===== src/rtl/tx_fifo_fwft.sv =====
// First-word-fall-through TX FIFO between the APB write path and the UART transmitter.
// Valid/ready on both sides, fill level, almost-full/empty flags, synchronous flush and
// a sticky overflow flag. Head data is read combinationally from the storage array.
module tx_fifo_fwft #(
  parameter int unsigned DATA_WIDTH = 8,
  parameter int unsigned DEPTH      = 16,
  parameter int unsigned AF_LEVEL   = 12,
  parameter int unsigned AE_LEVEL   = 2
) (
  input  logic                          clk,
  input  logic                          rstn,
  input  logic                          flush,
  input  logic [DATA_WIDTH-1:0]         data_i,
  input  logic                          valid_in,
  output logic                          ready_in,
  output logic [DATA_WIDTH-1:0]         data_o,
  output logic                          valid_out,
  input  logic                          ready_out,
  output logic [$clog2(DEPTH):0]        count,
  output logic                          almost_full,
  output logic                          almost_empty,
  output logic                          ovf_err
);

  localparam int unsigned AW = $clog2(DEPTH);
  localparam int unsigned PW = AW + 1;

  localparam logic [PW-1:0] AF_THRESH = PW'(AF_LEVEL);
  localparam logic [PW-1:0] AE_THRESH = PW'(AE_LEVEL);
  localparam logic [PW-1:0] PTR_ONE   = PW'(1);

  // Storage is deliberately not reset; empty masking keeps stale words invisible.
  logic [DATA_WIDTH-1:0] r_mem [DEPTH];

  logic [PW-1:0] r_wr_ptr;
  logic [PW-1:0] r_rd_ptr;
  logic [PW-1:0] r_count;
  logic          r_ovf;

  logic          w_full;
  logic          w_empty;
  logic          w_push;
  logic          w_pop;
  logic          w_ovf_set;
  logic [AW-1:0] w_wr_addr;
  logic [AW-1:0] w_rd_addr;

  // Full/empty from the extra wrap bit of the pointers.
  always_comb begin
    w_wr_addr = r_wr_ptr[AW-1:0];
    w_rd_addr = r_rd_ptr[AW-1:0];
    w_empty   = (r_wr_ptr == r_rd_ptr);
    w_full    = (r_wr_ptr[AW] != r_rd_ptr[AW]) && (w_wr_addr == w_rd_addr);
  end

  // Handshake qualification; a write against a full FIFO is the overflow condition.
  always_comb begin
    w_push    = valid_in && !w_full;
    w_pop     = ready_out && !w_empty;
    w_ovf_set = valid_in && w_full;
  end

  // Storage write; flush wins so a flushed cycle leaves the array untouched.
  always_ff @(posedge clk) begin
    if (w_push && !flush) begin
      r_mem[w_wr_addr] <= data_i;
    end
  end

  // Write pointer.
  always_ff @(posedge clk or negedge rstn) begin
    if (!rstn) begin
      r_wr_ptr <= '0;
    end else if (flush) begin
      r_wr_ptr <= '0;
    end else if (w_push) begin
      r_wr_ptr <= r_wr_ptr + PTR_ONE;
    end
  end

  // Read pointer.
  always_ff @(posedge clk or negedge rstn) begin
    if (!rstn) begin
      r_rd_ptr <= '0;
    end else if (flush) begin
      r_rd_ptr <= '0;
    end else if (w_pop) begin
      r_rd_ptr <= r_rd_ptr + PTR_ONE;
    end
  end

  // Occupancy: moves only when exactly one of push/pop fires.
  always_ff @(posedge clk or negedge rstn) begin
    if (!rstn) begin
      r_count <= '0;
    end else if (flush) begin
      r_count <= '0;
    end else begin
      case ({w_push, w_pop})
        2'b10:   r_count <= r_count + PTR_ONE;
        2'b01:   r_count <= r_count - PTR_ONE;
        default: r_count <= r_count;
      endcase
    end
  end

  // Sticky overflow, cleared only by flush or reset.
  always_ff @(posedge clk or negedge rstn) begin
    if (!rstn) begin
      r_ovf <= 1'b0;
    end else if (flush) begin
      r_ovf <= 1'b0;
    end else if (w_ovf_set) begin
      r_ovf <= 1'b1;
    end
  end

  // Output decode: fall-through head masked to zero when empty, thresholds off registered count.
  always_comb begin
    ready_in     = !w_full;
    valid_out    = !w_empty;
    data_o       = w_empty ? '0 : r_mem[w_rd_addr];
    count        = r_count;
    almost_full  = (r_count >= AF_THRESH);
    almost_empty = (r_count <= AE_THRESH);
    ovf_err      = r_ovf;
  end

endmodule


===== config.mk =====
export PLATFORM = sky130hd
export DESIGN_NAME = tx_fifo_fwft
export DESIGN_NICKNAME = d
export VERILOG_FILES = /design/src/rtl/tx_fifo_fwft.sv
export SDC_FILE = /design/constraint.sdc
export NUM_CORES = 1
export LEC_CHECK = 0
export CAP_MARGIN = 20
export CORE_AREA = 4 4 95 114
export DETAILED_ROUTE_END_ITERATION = 8
export DIE_AREA = 0 0 99 118
export GPL_ROUTABILITY_DRIVEN = 0
export PLACE_DENSITY = 0.88
export SLEW_MARGIN = 40
export SYNTH_ARGS = -nofsm -noshare
export SYNTH_HDL_FRONTEND = slang
export SYNTH_SLANG_ARGS = --single-unit
export TNS_END_PERCENT = 30

===== constraint.sdc =====
create_clock -name clk -period 4.2 [get_ports clk]
set_input_delay 0.42 -clock clk [delete_from_list [all_inputs] [get_ports clk]]
set_output_delay 0.42 -clock clk [all_outputs]
set_load 0.01 [all_outputs]

# After elaboration in Yosys (flattened, before gate mapping)

Memory sizes are Yosys's and may differ from the RTL's.
Cells that the tools add are included.

Reduce and logical (&&, ||, !) cells: 12
$add $sub $neg: 4
Div/mod/pow operators: 0
Eq/ne operators: 5
Shift-type cells: 0
Bitwise gates (word level): 0
Magnitude comparators: 2
Muxes and demuxes: 11
$mul: 0

Operators with widths:

| cell                                                            | number |
|---|---|
| two-way mux 5 bit                                               | 5 |
| adder 5 x 1 -> 5 bit (second input constant)                    | 3 |
| one-hot mux 5 bit (2 select lines)                              | 1 |
| two-way mux 8 bit                                               | 1 |
| nonzero test 2 bit                                              | 3 |
| equality test 5 bit                                             | 1 |
| >= comparator 5 x 4 -> 1 bit (second input constant)            | 1 |
| less-or-equal comparator 5 x 2 -> 1 bit (second input constant) | 1 |
| logical AND 1 bit                                               | 5 |
| subtractor 5 x 1 -> 5 bit (second input constant)               | 1 |
| equality test 4 bit                                             | 1 |
| two-way mux 1 bit                                               | 4 |
| logical NOT 1 bit                                               | 3 |
| nonzero test 3 bit                                              | 1 |
| equality test 2 x 1 -> 1 bit (second input constant)            | 1 |
| equality test 2 bit (second input constant)                     | 1 |
| != test 1 bit                                                   | 1 |

Logic and storage cells: 39
Register bits: 16
Memories: 1
Output and inout port bits: 18
Input bits: 13
ROM bits: 0
Memory bits (writable): 128
Latch bits: 0

Memory list:

| name  | depth | width | read ports | clocked after memory_dff | write ports | line | text |
|---|---|---|---|---|---|---|---|
| r_mem | 16    | 8     | 1          | 0                        | 1           | 33   | `logic [DATA_WIDTH-1:0] r_mem [DEPTH];` |

# Longest topological paths before layout

Gate-level depths: netlist of the first run.

Word-level depth: 7
Mapped depth: 11
Mapped depth without buffers: 10

# Worst setup path before layout of the first run

No wires, ideal clock.

Kind: reg-to-reg
Start point: reg r_rd_ptr[1]
End point: mem r_mem[0][0] (enable)
Arrival: 2.234 ns
Path buffers: 2
Library setup time: 0.385 ns
Cell stages (with the launch flop): 9
Path slack: 1.581 ns
Required time: 3.815 ns
Period minus slack after synthesis: 2.619 ns
Path through: dfrtp_1 > buf_4 > xnor2_2 > and4_1 > buf_4 > nand2_1 > nand2_1 > or3_1 > nor3b_1

Cells in the longest elaborated chain, start to end: 7

Ends and longest elaborated chain:

| element                                 | line | text |
|---|---|---|
| from (decl)                             | 36   | `logic [PW-1:0] r_rd_ptr;` |
| from (signal assigned)                  | 88   | `r_rd_ptr <= r_rd_ptr + PTR_ONE;` |
| equality test 4 bit                     | 53   | `w_full = (r_wr_ptr[AW] != r_rd_ptr[AW]) && (w_wr_addr == w_rd_addr);` |
| logical AND 1 bit                       | 53   |  |
| logical NOT 1 bit                       | n/a  |  |
| net ready_in                            | 15   | `output logic ready_in,` |
| logical AND 1 bit                       | 58   | `w_push = valid_in && !w_full;` |
| logical AND 1 bit                       | 65   | `if (w_push && !flush) begin` |
| two-way mux 1 bit                       | 65   |  |
| two-way mux 1 bit (implied by the code) | 66   | `r_mem[w_wr_addr] <= data_i;` |
| to (decl)                               | 33   |  |

The timed path passes the listed nets, and every way through them passes these cells.

# Final worst setup path of the first run

Start point: reg r_rd_ptr[0]
End point: out data_o[4]

Cells in the longest elaborated chain, start to end: 2
Elaborated cells between the ends (all ways): 3
Those cells by class: eq/ne: 1; mux: 1; memory: 1

Ends and longest elaborated chain:

| element                                                    | line | text |
|---|---|---|
| memory (16 x 8 bit) or equality test 5 bit (tied branches) | n/a  |  |
| two-way mux 8 bit *                                        | 122  | `data_o = w_empty ? '0 : r_mem[w_rd_addr];` |
| to (decl)                                                  | 16   | `output logic [DATA_WIDTH-1:0] data_o,` |

Mark *: on every way between the ends. The rest lies on a longest branch, timed or not.

==> flow_summary.json, run 1 <==
{
  "io_pins": 31,
  "rr_startpoint": "r_rd_ptr[1]",
  "dp_hpwl_microns": 8000,
  "p_leak_nw": 2.41,
  "setup_viol": 0,
  "critical-path-slowest-cell": "dfrtp_2",
  "setup-tns-final_ps": 0,
  "multi_input_area_sq_um": 1760,
  "power.density_nw_per_um2": 542,
  "worst-path-max-fanout": 23,
  "cp-end-kind": "output pin",
  "clock_latency_ps": 420,
  "rsz0062_at_grt": "false",
  "holdWs_ps": 450,
  "drv_cap": 0,
  "grt-ovfl-total": 0,
  "dieHeight_microns": 118,
  "mostFrequentLayoutCells": "edfxtp_1, mux4_2, clkdlybuf4s50_1",
  "seqCellArea_sq_um": 4250,
  "synth_edf_count": 128,
  "fp-row-count": 39,
  "status": "finished, final reports clean",
  "antenna_found_initial": 0,
  "clk_path_buf_depth": 2,
  "dp_cells": 466,
  "fmax_ghz": 0.283,
  "drt-initial-drc-count": 450,
  "clock_skew_ps": 5.14,
  "max_stage_delay_ps": 680,
  "yosys_warnings": 0,
  "die_w_microns": 99,
  "finalCritPeriodShare_pct": 84.2,
  "num_antenna_cells": 0,
  "netlist_area_sq_um": 6100,
  "clockRootBuffer": "clkbuf_16",
  "grt_pass1_vias": 3448,
  "clock-sinks": 144,
  "timing.final.ws_setup_ps": 664,
  "area_delta_synth_final_pct": 17.9,
  "start_util_pct": 63.5,
  "fillers": 498,
  "wirelength_microns": 13700,
  "avgViaCountPerCell": 6.70,
  "finalMaxSlewViolations": 0,
  "wire_per_inst_microns": 27.6,
  "cts_tree": "built",
  "required_ps": 3780,
  "crit_family": "multiplexers",
  "maxSlewHeadroom_pct": 53.7,
  "stdcell_count": 497,
  "crit_chain": "buf_12 > mux4_2 > mux4_2 > and2_1 > clkdlybuf4s50_1",
  "r2r_setup_slack_ps": 990,
  "first_pass_iters": 5,
  "vias": 3330,
  "ys_ff_latch": 144,
  "yosysSeqAreaShare_pct": 69.6,
  "rr_worst_depth": 10,
  "cts_buffers": 17,
  "worst_hold_path_type": "in -> async",
  "async_reset_ff_share_pct": 11.1,
  "worst_pin_slew_ps": 694,
  "ys_types": 44,
  "synth-main-ff-cell": "edfxtp_1",
  "syn_nets": 340,
  "min_period_ps": 3540,
  "clk_transition_reported_paths_ps": 60,
  "cts_max_level": 4,
  "drc": 0,
  "cts_resized": 0,
  "dieArea_sq_um": 11700,
  "final_nets": 383,
  "coreArea_sq_um": 9610,
  "grt_pass1_wl_microns": 21600,
  "layout_commonest_cell": "edfxtp_1",
  "path_buf_inv": 2,
  "crit_arrival_ps": 3120,
  "post-place-ws_ps": 1100,
  "drive_above_1_share_pct": 24.1,
  "critical_path.most_common_cell": "mux4_2",
  "crit_type": "reg -> out",
  "detail-route-antenna-nets": 0,
  "r2r-end": "count[4]",
  "ir_drop_mv": 0.475,
  "synth_area_per_cell_sq_um": 19.1,
  "track_usage_pct": 25.7,
  "io_buffers": 30,
  "critPathLaunchType": "register",
  "grt_max_degree": 24,
  "hold_viol": 0,
  "syn_inst": 320
}
-- stage by stage --
stage	total power, mW	util (%)	instance area, sq um
global placement	2.25	68.1	6550
floorplan	2.05	-	6100
detailed placement	2.28	68.1	6550
global route	4.03	74.8	7190
CTS	3.91	74.8	7190
finish	3.89	74.8	7190
-- power breakdown --
part | internal, mW | total (mW) | switching [mW]
registers | 1.59 | 1.65 | 0.0592
clock network | 1.05 | 1.63 | 0.578
logic | 0.332 | 0.618 | 0.286
total | 2.97 | 3.89 | 0.923
-- layout make-up --
class                   count  share of cell area, %
clock inverters            13                   2.94
flip-flops and latches    144                   59.0
well taps                 123                   2.14
inverters                   4                  0.209
multi-input cells         156                   24.4
clock buffers              17                   5.92
repair buffers             40                   5.36
-- per-layer routing --
layer  vias to the layer above  GRT usage (%)  part of all wire [%]
met3                        43           7.65                   8.1
li1                       1368              -                     -
met2                       216           39.6                    50
met1                      1703           34.6                    38
met4                         0           10.4                   3.1
met5                         -              0                     0
-- sequential cells by signal (all words and copies together) (netlist names) --
register,count
r_mem,128
count,5
r_rd_ptr,5
r_wr_ptr,5
ovf_err,1
-- cell usage after synthesis, types with 2 or more instances --
master    count  area share [%]
inv_1         4            0.25
mux4_2       40              15
xnor2_1       6            0.86
mux2i_1       3            0.49
xnor2_2       3            0.80
buf_1         2            0.12
nor2_1       16            0.98
nor3_1        7            0.57
buf_2         4            0.33
nand2b_1      2            0.21
nor3b_1       5            0.62
o21ai_0       2            0.16
and2_1       17             1.7
nand4_1       4            0.41
edfxtp_1    128              63
clkbuf_1      5            0.31
nand2_1      11            0.68
dfrtp_1      16             6.6
ha_1          7             1.4
xor2_1        7             1.0
buf_4         4            0.49
and3_1        4            0.41
a21oi_1       2            0.16
-- worst max path at each step --
stage,start,endpoint,slack (ps),depth (start not counted)
6_report,r_rd_ptr[0],data_o[4],660,5
5_1_grt,r_rd_ptr[0],data_o[4],550,5
4_1_cts,r_rd_ptr[0],data_o[4],630,5
2_1_floorplan,r_rd_ptr[1],r_mem[0][0],1580,8
3_3_place_gp,r_rd_ptr[0],data_o[3],1140,5
3_5_place_dp,r_rd_ptr[0],data_o[1],1100,5
-- kinds of logic after synthesis --
logic type,count (synthesis),share of synthesized area [%]
XOR/XNOR,17,2.93
adder cells (fa/ha/maj),7,1.44
AO/OA/AOI/OAI,13,1.80
buffers and inverters,20,1.68
flip-flops,144,69.6
multiplexers,45,15.8
AND/OR/NAND/NOR,74,6.79
-- worst register-to-register path: cells and delay by family (launching register included) --
family          cells  cell delay [ps]
fa+ha+maj           1              250
compound gates      2              440
xor+xnor            2              410
simple gates        3              580
flops               1              790
mux                 2              620
-- timing repair --
item | in CTS | in global routing
hold buffers | 0 | 1
hold endpoints to repair | 0 | 16
setup buffers | 0 | 0
No activity file was read; power rests on OpenSTA's default activity.
==> inputs of run 2 (changes only) <==
--- a/config.mk
+++ b/config.mk
@@ -6,11 +6,11 @@
 export NUM_CORES = 1
 export LEC_CHECK = 0
 export CAP_MARGIN = 20
-export CORE_AREA = 4 4 95 114
+export CORE_AREA = 4 4 98 118
 export DETAILED_ROUTE_END_ITERATION = 8
-export DIE_AREA = 0 0 99 118
+export DIE_AREA = 0 0 102 122
 export GPL_ROUTABILITY_DRIVEN = 0
-export PLACE_DENSITY = 0.88
+export PLACE_DENSITY = 0.83
 export SLEW_MARGIN = 40
 export SYNTH_ARGS = -nofsm -noshare
 export SYNTH_HDL_FRONTEND = slang
==> constraint.sdc (replaced) <==
create_clock -name clk -period 3.6 [get_ports clk]
set_input_delay 0.36 -clock clk [delete_from_list [all_inputs] [get_ports clk]]
set_output_delay 0.36 -clock clk [all_outputs]
set_load 0.01 [all_outputs]
==> flow_summary.json, run 2 (synthesis gave the netlist of run 1 again) <==
{
  "start_util_pct": 58.3,
  "cts_tree": "built",
  "io_pins": 31,
  "fmax_ghz": 0.290,
  "critical-path-slowest-cell": "dfrtp_2",
  "worst-path-max-fanout": 24,
  "power.density_nw_per_um2": 604,
  "antenna_found_initial": 0,
  "fillers": 683,
  "grt_pass1_wl_microns": 19400,
  "setup_viol": 0,
  "drc": 0,
  "wire_per_inst_microns": 24.8,
  "clock-sinks": 144,
  "dieArea_sq_um": 12400,
  "r2r_setup_slack_ps": 730,
  "clk_transition_reported_paths_ps": 60,
  "grt-ovfl-total": 0,
  "comb_power_share_pct": 16.2,
  "num_antenna_cells": 0,
  "critical_path.most_common_cell": "mux4_2",
  "internal-power_mw": 3.31,
  "critPathLaunchType": "register",
  "track_usage_pct": 22.6,
  "drive_above_1_share_pct": 23.5,
  "crit_type": "reg -> out",
  "cts_setup_buffers": 0,
  "hold_buffers": 0,
  "drt-initial-drc-count": 194,
  "switching_power_mw": 1.00,
  "die_w_microns": 102,
  "required_ps": 3240,
  "cts_resized": 0,
  "largest_reg_flops": 128,
  "status": "finished, final reports clean",
  "final_nets": 383,
  "maxSlewHeadroom_pct": 56.7,
  "setup-tns-final_ps": 0,
  "cp-end-kind": "output pin",
  "worst_pin_slew_ps": 649,
  "max_stage_delay_ps": 650,
  "post-place-ws_ps": 615,
  "rr_startpoint": "r_wr_ptr[3]",
  "vias": 3112,
  "first_pass_iters": 4,
  "dp_hpwl_microns": 7310,
  "sw_frac_of_total_pct": 23.2,
  "crit_chain": "buf_12 > mux4_2 > mux4_2 > and2_1 > clkdlybuf4s50_1",
  "area_delta_synth_final_pct": 16.9,
  "hold_viol": 0,
  "ir_drop_mv": 0.393,
  "seqPwrFrac_pct": 44.3,
  "mostFrequentLayoutCells": "edfxtp_1, mux4_2, clkdlybuf4s50_1",
  "r2r-end": "r_mem[4][0]",
  "layout_commonest_cell": "edfxtp_1",
  "drv_cap": 0,
  "detail-route-antenna-nets": 0,
  "dieHeight_microns": 122,
  "timing.final.ws_setup_ps": 155,
  "clk_path_buf_depth": 2,
  "wirelength_microns": 12500,
  "max_flop_register": "r_mem",
  "clock_latency_ps": 410,
  "fp-row-count": 41,
  "cts_max_level": 4,
  "p_leak_nw": 2.38,
  "clock_skew_ps": 5.02,
  "coreArea_sq_um": 10500,
  "grt_max_degree": 36,
  "dpl-instance-area_sq_um": 6560,
  "rr_worst_depth": 6,
  "power.clock.fraction_pct": 39.5,
  "clockRootBuffer": "clkbuf_16",
  "finalCritPeriodShare_pct": 95.7,
  "avgViaCountPerCell": 6.19,
  "finalMaxSlewViolations": 0,
  "grt_pass1_vias": 3217,
  "worst_hold_path_type": "in -> async",
  "final_area_sq_um": 7140,
  "rsz0062_at_grt": "false",
  "cts_buffers": 17,
  "io_buffers": 30,
  "min_period_ps": 3440,
  "crit_arrival_ps": 3080
}
run 2: layer usage:
metal  part of all wire [%]  vias to the layer above  global-route usage, %
met5                      0                        -                      0
met4                    1.6                        0                   7.71
met3                    8.0                       17                   5.56
met2                     52                      137                   36.6
met1                     38                     1594                   30.1
li1                       -                     1364                      -
run 2: through the flow:
| step | cells | hold slack (ps) | power, mW | utilization (%) |
|---|---|---|---|---|
| final | 503 | 403 | 4.31 | 68.2 |
| after CTS | 502 | 435 | 4.34 | 68.1 |
| after floorplan | 320 | 64.4 | 2.39 | - |
| after global routing | 503 | 447 | 4.48 | 68.2 |
| after detailed placement | 472 | 501 | 2.64 | 62.7 |
| after global placement | 472 | 492 | 2.62 | 62.7 |
run 2: cell type report:
type	count	area, sq um	share of cell area (%)
clock buffers	17	425	5.96
clock inverters	13	148	2.07
inverters	4	15.0	0.210
multi-input cells	156	1760	24.6
flip-flops and latches	144	4250	59.5
well taps	129	161	2.26
repair buffers	40	385	5.40
run 2: how the worst max path moves through the flow:
stage | slack, ps | start | depth (start not counted) | to
2_1_floorplan | 980 | r_rd_ptr[1] | 8 | r_mem[0][0]
3_3_place_gp | 630 | r_rd_ptr[0] | 5 | data_o[3]
3_5_place_dp | 610 | r_rd_ptr[0] | 5 | data_o[3]
4_1_cts | 130 | r_rd_ptr[0] | 5 | data_o[3]
5_1_grt | 30 | r_rd_ptr[0] | 5 | data_o[3]
6_report | 160 | r_rd_ptr[0] | 5 | data_o[3]
run 2: power groups by stage:
stage          clock [mW]  sequential (mW)  combinational [mW]
2_1_floorplan           0             1.92               0.472
3_3_place_gp            0             1.94               0.680
3_5_place_dp            0             1.94               0.696
4_1_cts              1.72             1.91               0.707
5_1_grt              1.81             1.92               0.758
6_report             1.70             1.91               0.699
run 2: critical path, delay by kind of cell (launching register included):
family / cells / cell delay, ps
multiplexers: 2 / 1030
flip-flops: 1 / 650
AND/OR/NAND/NOR: 1 / 200
buffers and inverters: 2 / 770
==> inputs of run 3 (changes only) <==
--- a/config.mk
+++ b/config.mk
@@ -5,12 +5,12 @@
 export SDC_FILE = /design/constraint.sdc
 export NUM_CORES = 1
 export LEC_CHECK = 0
-export CAP_MARGIN = 20
-export CORE_AREA = 4 4 98 118
+export CAP_MARGIN = 5
+export CORE_AREA = 4 4 95 114
 export DETAILED_ROUTE_END_ITERATION = 8
-export DIE_AREA = 0 0 102 122
+export DIE_AREA = 0 0 99 118
 export GPL_ROUTABILITY_DRIVEN = 0
-export PLACE_DENSITY = 0.83
+export PLACE_DENSITY = 0.88
 export SLEW_MARGIN = 40
 export SYNTH_ARGS = -nofsm -noshare
 export SYNTH_HDL_FRONTEND = slang
==> constraint.sdc (replaced) <==
create_clock -name clk -period 4.1 [get_ports clk]
set_input_delay 0.41 -clock clk [delete_from_list [all_inputs] [get_ports clk]]
set_output_delay 0.41 -clock clk [all_outputs]
set_load 0.01 [all_outputs]
==> flow_summary.json, run 3 (synthesis gave the netlist of run 1 again) <==
{
  "largest_reg_flops": 128,
  "crit_arrival_ps": 3070,
  "coreArea_sq_um": 9610,
  "clock_skew_ps": 9.68,
  "r2r-end": "count[4]",
  "dieArea_sq_um": 11700,
  "utilization_pct": 74.5,
  "seqCellArea_sq_um": 4250,
  "r2r_setup_slack_ps": 1040,
  "wire_per_inst_microns": 25.6,
  "power.density_nw_per_um2": 543,
  "cts_max_level": 4,
  "cts_setup_buffers": 0,
  "num_antenna_cells": 0,
  "ir_drop_mv": 0.358,
  "area_delta_synth_final_pct": 17.3,
  "hold_buffers": 0,
  "setup_viol": 0,
  "holdWs_ps": 436,
  "min_period_ps": 3480,
  "drt-initial-drc-count": 391,
  "antenna_found_initial": 0,
  "rr_startpoint": "r_rd_ptr[2]",
  "clock_latency_ps": 420,
  "drive_above_1_share_pct": 23.7,
  "clock-sinks": 144,
  "worst_pin_slew_ps": 675,
  "status": "finished, final reports clean",
  "fp-row-count": 39,
  "avgViaCountPerCell": 6.63,
  "timing.final.ws_setup_ps": 617,
  "post-place-ws_ps": 1070,
  "drc": 0,
  "clk_path_buf_depth": 2,
  "p_leak_nw": 2.38,
  "dpl-instance-area_sq_um": 6540,
  "wirelength_microns": 12800,
  "io_buffers": 30,
  "worst-path-max-fanout": 24,
  "track_usage_pct": 23.6,
  "first_pass_iters": 5,
  "hold_viol": 0,
  "rr_worst_depth": 10,
  "cts_buffers": 17,
  "drv_cap": 0,
  "required_ps": 3690,
  "clk_transition_reported_paths_ps": 60,
  "max_flop_register": "r_mem",
  "cts_resized": 0,
  "dieHeight_microns": 118,
  "clockRootBuffer": "clkbuf_16",
  "vias": 3300,
  "rsz0062_at_grt": "false",
  "detail-route-antenna-nets": 0,
  "start_util_pct": 63.5,
  "io_pins": 31,
  "dp_hpwl_microns": 7380,
  "finalMaxSlewViolations": 0,
  "final_nets": 382,
  "cts_tree": "built",
  "multi_input_area_sq_um": 1760,
  "worst_hold_path_type": "in -> async",
  "fmax_ghz": 0.287,
  "cp-end-kind": "output pin",
  "maxSlewHeadroom_pct": 55.0,
  "grt_pass1_wl_microns": 20100,
  "die_w_microns": 99,
  "final_area_sq_um": 7160,
  "critPathLaunchType": "register",
  "finalCritPeriodShare_pct": 85.0,
  "layout_commonest_cell": "edfxtp_1",
  "grt_pass1_vias": 3332,
  "crit_type": "reg -> out",
  "mostFrequentLayoutCells": "edfxtp_1, mux4_2, clkdlybuf4s50_1",
  "fillers": 510,
  "setup-tns-final_ps": 0,
  "grt_max_degree": 28,
  "grt-ovfl-total": 0
}
[run 3: how the worst max path moves through the flow]
stage                           start           to  depth (start not counted)
after floorplan           r_rd_ptr[1]  r_mem[0][0]                          8
after global placement    r_rd_ptr[0]    data_o[3]                          5
after detailed placement  r_rd_ptr[0]    data_o[6]                          5
after CTS                 r_rd_ptr[0]    data_o[4]                          5
after global routing      r_rd_ptr[0]    data_o[4]                          5
final                     r_rd_ptr[0]    data_o[4]                          5
[run 3: report_power, final]
group / leakage [nW] / switching [mW] / internal (mW)
sequential: 1.37 / 0.0547 / 1.63
clock: 0.291 / 0.614 / 0.969
combinational: 0.721 / 0.283 / 0.339
[run 3: metal layers]
layer	wire length [microns]	global-route usage [%]	vias up	share of wire [%]
met5	0	0	-	0
met2	6510	36.1	207	51
li1	-	-	1370	-
met4	326	9.99	0	2.6
met1	4860	32.2	1699	38
met3	1070	6.52	24	8.3
[run 3: layout make-up]
cell class / count / share of cell area [%]
inverters: 4 / 0.210
well taps: 123 / 2.15
clock buffers: 19 / 6.05
repair buffers: 39 / 5.28
clock inverters: 13 / 2.48
flip-flops and latches: 144 / 59.3
multi-input cells: 156 / 24.5
[run 3: stage by stage]
stage          power (mW)  std cells
2_1_floorplan        2.10        320
3_3_place_gp         2.31        465
3_5_place_dp         2.32        465
4_1_cts              3.91        497
5_1_grt              4.02        498
6_report             3.89        498
[run 3: worst max-delay path: stages, from the launching register on]
cell and delay (ps):
dfrtp_2 650, buf_12 280, mux4_2 550, mux4_2 480, and2_1 170, clkdlybuf4s50_1 500
